===== src/rtl/twiddle_seq.sv =====
// Streaming FFT twiddle-factor sequencer. It walks an N1 x N2 grid in row-major order
// and emits W_N^(n1*k2) as single-precision pairs rebuilt from a quarter-wave cosine table.
module twiddle_seq #(
  parameter int LOG2_N  = 4,
  parameter int LOG2_N2 = 2
) (
  input  logic              clk,
  input  logic              rst,
  input  logic              tbl_we,
  input  logic [LOG2_N-2:0] tbl_addr,
  input  logic [31:0]       tbl_data,
  input  logic              start,
  input  logic              inverse,
  output logic              busy,
  output logic              out_valid,
  input  logic              out_ready,
  output logic [31:0]       out_wr,
  output logic [31:0]       out_wi,
  output logic [LOG2_N-1:0] out_idx,
  output logic              out_last
);
  localparam int N  = 1 << LOG2_N;
  localparam int AW = LOG2_N - 1;
  localparam int L1 = LOG2_N - LOG2_N2;
  localparam logic [AW-1:0] QTR = AW'(N / 4);

  localparam logic [1:0] ST_IDLE  = 2'd0;
  localparam logic [1:0] ST_RUN   = 2'd1;
  localparam logic [1:0] ST_DRAIN = 2'd2;

  logic [1:0]         state_q, state_d;
  logic               inv_q;
  logic [L1-1:0]      n1_q, n1_d, cur_n1;
  logic [LOG2_N2-1:0] k2_q, k2_d, cur_k2;
  logic [LOG2_N-1:0]  e_q, e_d, cur_e;
  logic               advance, issue, cur_last, accept_last;
  logic [AW-1:0]      r_d;

  logic               s1_valid_q, s1_last_q;
  logic [1:0]         s1_quad_q;
  logic [AW-1:0]      s1_r_q, s1_qr_q;
  logic [LOG2_N-1:0]  s1_idx_q;

  logic [31:0]        cos_w, sin_w, wr_d, wi_d;
  logic [31:0]        tbl_q [0:N/4];

  // Any zero magnitude leaves as +0 so the multiplier never sees -0.
  function automatic logic [31:0] canon(input logic [31:0] w);
    return (w[30:0] == 31'd0) ? 32'h0000_0000 : w;
  endfunction

  assign busy = (state_q != ST_IDLE);

  // NOTE: every signal driven here gets a default first, so no path can infer a latch.
  always_comb begin
    advance     = !out_valid || out_ready;
    issue       = advance && ((state_q == ST_IDLE && start) || state_q == ST_RUN);
    cur_n1      = (state_q == ST_IDLE) ? '0 : n1_q;
    cur_k2      = (state_q == ST_IDLE) ? '0 : k2_q;
    cur_e       = (state_q == ST_IDLE) ? '0 : e_q;
    cur_last    = (&cur_n1) && (&cur_k2);
    accept_last = out_valid && out_ready && out_last;
    r_d         = AW'(cur_e) & (QTR - 1'b1);

    n1_d = n1_q;
    k2_d = k2_q;
    e_d  = e_q;
    if (issue) begin
      if (&cur_k2) begin
        k2_d = '0;
        n1_d = cur_n1 + 1'b1;
        e_d  = '0;
      end else begin
        k2_d = cur_k2 + 1'b1;
        n1_d = cur_n1;
        e_d  = cur_e + LOG2_N'(cur_n1);
      end
    end

    state_d = state_q;
    case (state_q)
      ST_IDLE:  if (issue) state_d = ST_RUN;
      ST_RUN:   if (issue && cur_last) state_d = ST_DRAIN;
      ST_DRAIN: if (accept_last) state_d = ST_IDLE;
      default:  state_d = ST_IDLE;
    endcase
  end

  // Odd quadrants swap the roles of r and N/4-r; the quadrant bits set the signs.
  always_comb begin
    cos_w = tbl_q[s1_quad_q[0] ? s1_qr_q : s1_r_q];
    sin_w = tbl_q[s1_quad_q[0] ? s1_r_q : s1_qr_q];
    wr_d  = canon({cos_w[31] ^ s1_quad_q[1] ^ s1_quad_q[0], cos_w[30:0]});
    wi_d  = canon({sin_w[31] ^ s1_quad_q[1] ^ ~inv_q, sin_w[30:0]});
  end

  // NOTE: state is updated with non-blocking assignments so every register samples pre-edge values.
  always_ff @(posedge clk) begin
    if (rst) begin
      state_q    <= ST_IDLE;
      inv_q      <= 1'b0;
      n1_q       <= '0;
      k2_q       <= '0;
      e_q        <= '0;
      s1_valid_q <= 1'b0;
      s1_last_q  <= 1'b0;
      s1_quad_q  <= '0;
      s1_r_q     <= '0;
      s1_qr_q    <= '0;
      s1_idx_q   <= '0;
      out_valid  <= 1'b0;
      out_last   <= 1'b0;
      out_wr     <= '0;
      out_wi     <= '0;
      out_idx    <= '0;
    end else begin
      state_q <= state_d;
      n1_q    <= n1_d;
      k2_q    <= k2_d;
      e_q     <= e_d;
      if (state_q == ST_IDLE && issue) inv_q <= inverse;
      if (advance) begin
        s1_valid_q <= issue;
        if (issue) begin
          s1_quad_q <= cur_e[LOG2_N-1 -: 2];
          s1_r_q    <= r_d;
          s1_qr_q   <= QTR - r_d;
          s1_idx_q  <= {cur_n1, cur_k2};
          s1_last_q <= cur_last;
        end
        out_valid <= s1_valid_q;
        out_last  <= s1_valid_q && s1_last_q;
        if (s1_valid_q) begin
          out_wr  <= wr_d;
          out_wi  <= wi_d;
          out_idx <= s1_idx_q;
        end
      end
    end
  end

  // NOTE: the coefficient table has no reset on purpose; its contents survive rst.
  always_ff @(posedge clk) begin
    if (tbl_we && !busy && tbl_addr <= QTR) tbl_q[tbl_addr] <= tbl_data;
  end

endmodule


===== config.mk =====
export PLATFORM = sky130hd
export DESIGN_NAME = twiddle_seq
export DESIGN_NICKNAME = d
export VERILOG_FILES = /design/src/rtl/twiddle_seq.sv
export SDC_FILE = /design/constraint.sdc
export NUM_CORES = 1
export LEC_CHECK = 0
export CAP_MARGIN = 20
export CORE_MARGIN = 2
export CORE_UTILIZATION = 30
export DETAILED_ROUTE_END_ITERATION = 8
export PLACE_DENSITY_LB_ADDON = 0.05
export SYNTH_ARGS = -nofsm -noshare
export SYNTH_HDL_FRONTEND = slang
export SYNTH_SLANG_ARGS = --single-unit

===== constraint.sdc =====
create_clock -name clk -period 4.83 [get_ports clk]
set_clock_uncertainty 0.2 [all_clocks]
set_input_delay 0.7245 -clock clk [delete_from_list [all_inputs] [get_ports clk]]
set_output_delay 0.7245 -clock clk [all_outputs]
set_load 0.01 [all_outputs]

==> summary.txt <==
Outcome: finished clean
GRT Overall Usage: 15.53%
Crit path DAT: 3530 ps
Register Area: 6670 um^2
Setup_tns: 0 ps
Vias/cell: 4.790
Pwr dens: 386.8 nW/um^2
Area of the multi-input gates: 3550 um^2
Die area: 36,480 um^2
Async SR Flop Fraction: 0%
Total power: 5.012 mW
Hold/Removal Path Class: flop to flop
Global-route wire length before repair: 42,320 um
Remaining DRCs: 0
RSZ-0062 raised after global routing: no
Slew Viols, Final: 0
CTS tree: yes
Nets: 948
Layout cells sized above 1: 7.809%
Pin count of the biggest net entering global routing: 80
Combinational fraction of design power: 8.6%
Register area share after synthesis: 63.55%
Crit path max fanout: 41
Critical path buffers and inverters: 1
Ordered list of cells on the worst path: buf_12, mux2i_1, mux2i_1, mux2i_1, nand4_1, or4_1, nor4_1, o41ai_1
Max Root-Sink Buffers: 3
Synth cell types: 43
Routed Antenna Nets: 0
Syn_area_per_cell: 13.10 um^2
Total grt overflow: 0
Standard-cell rows: 68
Critical-path top delay cell: dfxtp_4
Final worst-path cycle share: 69.13%
CP endpoint kind: flop
Post-CTS Setup Repair Bufs: 0
Design area: 12,960 um^2
Chip height: 191.0 um
Dominant synthesized flop cell: edfxtp_1
Sw Ratio: 23.11%
CP Class: flop to flop
Relative slew margins: 43.17%
Reg clk slew, reported paths: 60 ps
Wire per inst: 20.62 um
Final wirelength: 28,390 um
Initial Util: 30.44%
Net Switching: 1.158 mW
Filler cell count: 3,328
Max capacitance violation total: 0
Final hold violation count: 0
CTS Buf Count: 29
CTS sink count: 253
Post-Syn Nets: 848
CP dominant cell by count: mux2i_1
DP Area: 12,020 um^2
Startpoint Class: flop
Cells resized by post-CTS repair: 0
CP top delay family: simple AND/OR/NAND/NOR gates
Initial antenna violation count: 0
Root buf cell: clkbuf_16
Worst IR Drop VDD: 0.2994 mV
EDFF count, synth: 160
Worst-Skew Late Latency: 540 ps
CP required: 5020 ps
Yosys Warn Count: 0
Initial DRC count: 361
Seq pwr share: 48.5%
Minimum clock period: 3339 ps
Port Buffers: 111
# diodes: 0
Leak: 4.339 nW
Placeable Area: 34,460 um^2
Final setup fails: 0
Internal Power: 3.853 mW
HPWL after detailed placement: 18,180 um
Synthesized flop and latch total: 253
Clock share of power: 42.9%
CP max stage delay: 670 ps
I/O pins: 112
Hold-fix buffers, CTS: 0
P&R area growth vs syn: 23.52%
Syn Inst Count: 801
Die Wd: 191.0 um
H-tree levels: 1
Final GP Congestion: 0.7162
Area of the mapped netlist: 10,490 um^2
Number of global-route vias before repair: 6,896
Max Clk Rate: 299.5 MHz
Drt pass-1 iters: 4
Tightest Pin Transition: 852.4 ps
Via count: 6,596
-- kinds of logic (layout without fill, tap and decap cells) --
logic type | count (synthesis) | after routing | synth area share, %
AOI/OAI and AO/OA | 117 | 117 | 7.228
muxes | 172 | 172 | 17.01
DFF | 253 | 253 | 63.55
and+or+nand+nor | 189 | 189 | 8.015
adders and majority gates | 6 | 6 | 0.7872
xor gates and xnor gates | 5 | 5 | 0.4174
buffers and inverters | 59 | 180 | 2.994
-- worst reg2reg max path, stage by stage, from the launching register on --
cell and delay (ps):
dfxtp_4 670, buf_12 390, mux2i_1 310, mux2i_1 100, mux2i_1 300, nand4_1 180
or4_1 580, nor4_1 350, o41ai_1 110
-- cells in the final DEF (no fill, tap or decap), types with 3 or more instances in the layout --
| cell | instances |
|---|---|
| bufinv_16 | 3 |
| nand3_1 | 6 |
| o21ai_0 | 12 |
| nor2_1 | 75 |
| mux2_1 | 22 |
| nand2_1 | 61 |
| clkdlybuf4s50_1 | 110 |
| dfxtp_1 | 92 |
| and2_1 | 4 |
| nor3_1 | 4 |
| xnor2_1 | 4 |
| ha_1 | 5 |
| clkinv_2 | 7 |
| a21oi_1 | 25 |
| nand4_1 | 14 |
| edfxtp_1 | 160 |
| clkbuf_16 | 29 |
| mux2i_1 | 146 |
| buf_4 | 12 |
| clkinv_1 | 7 |
| inv_1 | 3 |
| a211oi_1 | 62 |
| nand3b_1 | 5 |
| o21ai_1 | 13 |
-- flip-flops by register name, indices dropped and copies added (netlist names), 3 cells and up --
name / cells
e_q: 4
out_wi: 32
s1_qr_q: 3
out_wr: 32
tbl_q: 160
out_idx: 4
s1_idx_q: 4
-- per-stage QoR --
stage | instances | util, % | hold WS (ps) | worst slack, ps
floorplan | 801 | - | 231.7 | 665.3
global placement | 1325 | 34.88 | 237.9 | 1502
detailed placement | 1325 | 34.88 | 248.4 | 1489
CTS | 1377 | 37.60 | 256.9 | 1471
global route | 1377 | 37.60 | 266.2 | 1351
finish | 1377 | 37.60 | 252.6 | 1491
-- routing by layer --
layer | global-route usage (%) | up-vias | wire length [um]
met5 | 0 | - | 0
met1 | 19.89 | 3235 | 12550
li1 | - | 3201 | -
met2 | 27.38 | 121 | 13970
met3 | 2.387 | 39 | 1256
met4 | 3.727 | 0 | 614
-- final cells by class --
| class | instances | area share, % |
|---|---|---|
| Clock buffer | 32 | 5.842 |
| Timing Repair Buffer | 124 | 9.386 |
| Clock inverter | 20 | 1.391 |
| Inverter | 4 | 0.1159 |
| Multi-Input combinational cell | 489 | 27.39 |
| Sequential cell | 253 | 51.48 |
| Tap cell | 455 | 4.394 |
-- synth_stat cells (3+ instances only) --
cell | n | area (um^2)
nand2_1 | 62 | 232.7
buf_6 | 5 | 56.30
edfxtp_1 | 160 | 4805
mux2_1 | 22 | 247.7
o21ai_1 | 13 | 65.06
nand3_1 | 6 | 30.03
mux2i_1 | 146 | 1461
a21oi_1 | 25 | 125.1
inv_1 | 3 | 11.26
buf_2 | 9 | 45.04
ha_1 | 5 | 62.56
buf_1 | 3 | 11.26
and2_1 | 5 | 31.28
dfxtp_1 | 93 | 1862
nand4_1 | 14 | 87.58
o21ai_0 | 12 | 60.06
nor2_1 | 76 | 285.3
xnor2_1 | 4 | 35.03
nand3b_1 | 5 | 37.54
buf_4 | 3 | 22.52
a211oi_1 | 62 | 465.5
nor3_1 | 5 | 25.02
clkbuf_1 | 33 | 123.9
-- final timing paths --
check | slack, ps | to | from | depth (start not counted)
worst max register to register | 1490 | out_wr[31]$_SDFFE_PP0P_ | s1_qr_q[0]$_SDFFE_PP0P_ | 8
worst min-delay path | 250 | e_q[0]$_SDFFE_PP0N_ | e_q[0]$_SDFFE_PP0N_ | 2
worst max-delay path | 1490 | out_wr[31]$_SDFFE_PP0P_ | s1_qr_q[0]$_SDFFE_PP0P_ | 8
worst min register to register | 250 | e_q[0]$_SDFFE_PP0N_ | e_q[0]$_SDFFE_PP0N_ | 2
-- power groups by stage --
stage / combinational, mW / sequential, mW / clock [mW]
floorplan: 0.186 / 2.49 / 0
global placement: 0.433 / 2.48 / 0
detailed placement: 0.437 / 2.48 / 0
CTS: 0.438 / 2.43 / 2.21
global route: 0.473 / 2.44 / 2.29
finish: 0.431 / 2.43 / 2.15
No activity file was read; power rests on OpenSTA's default activity.
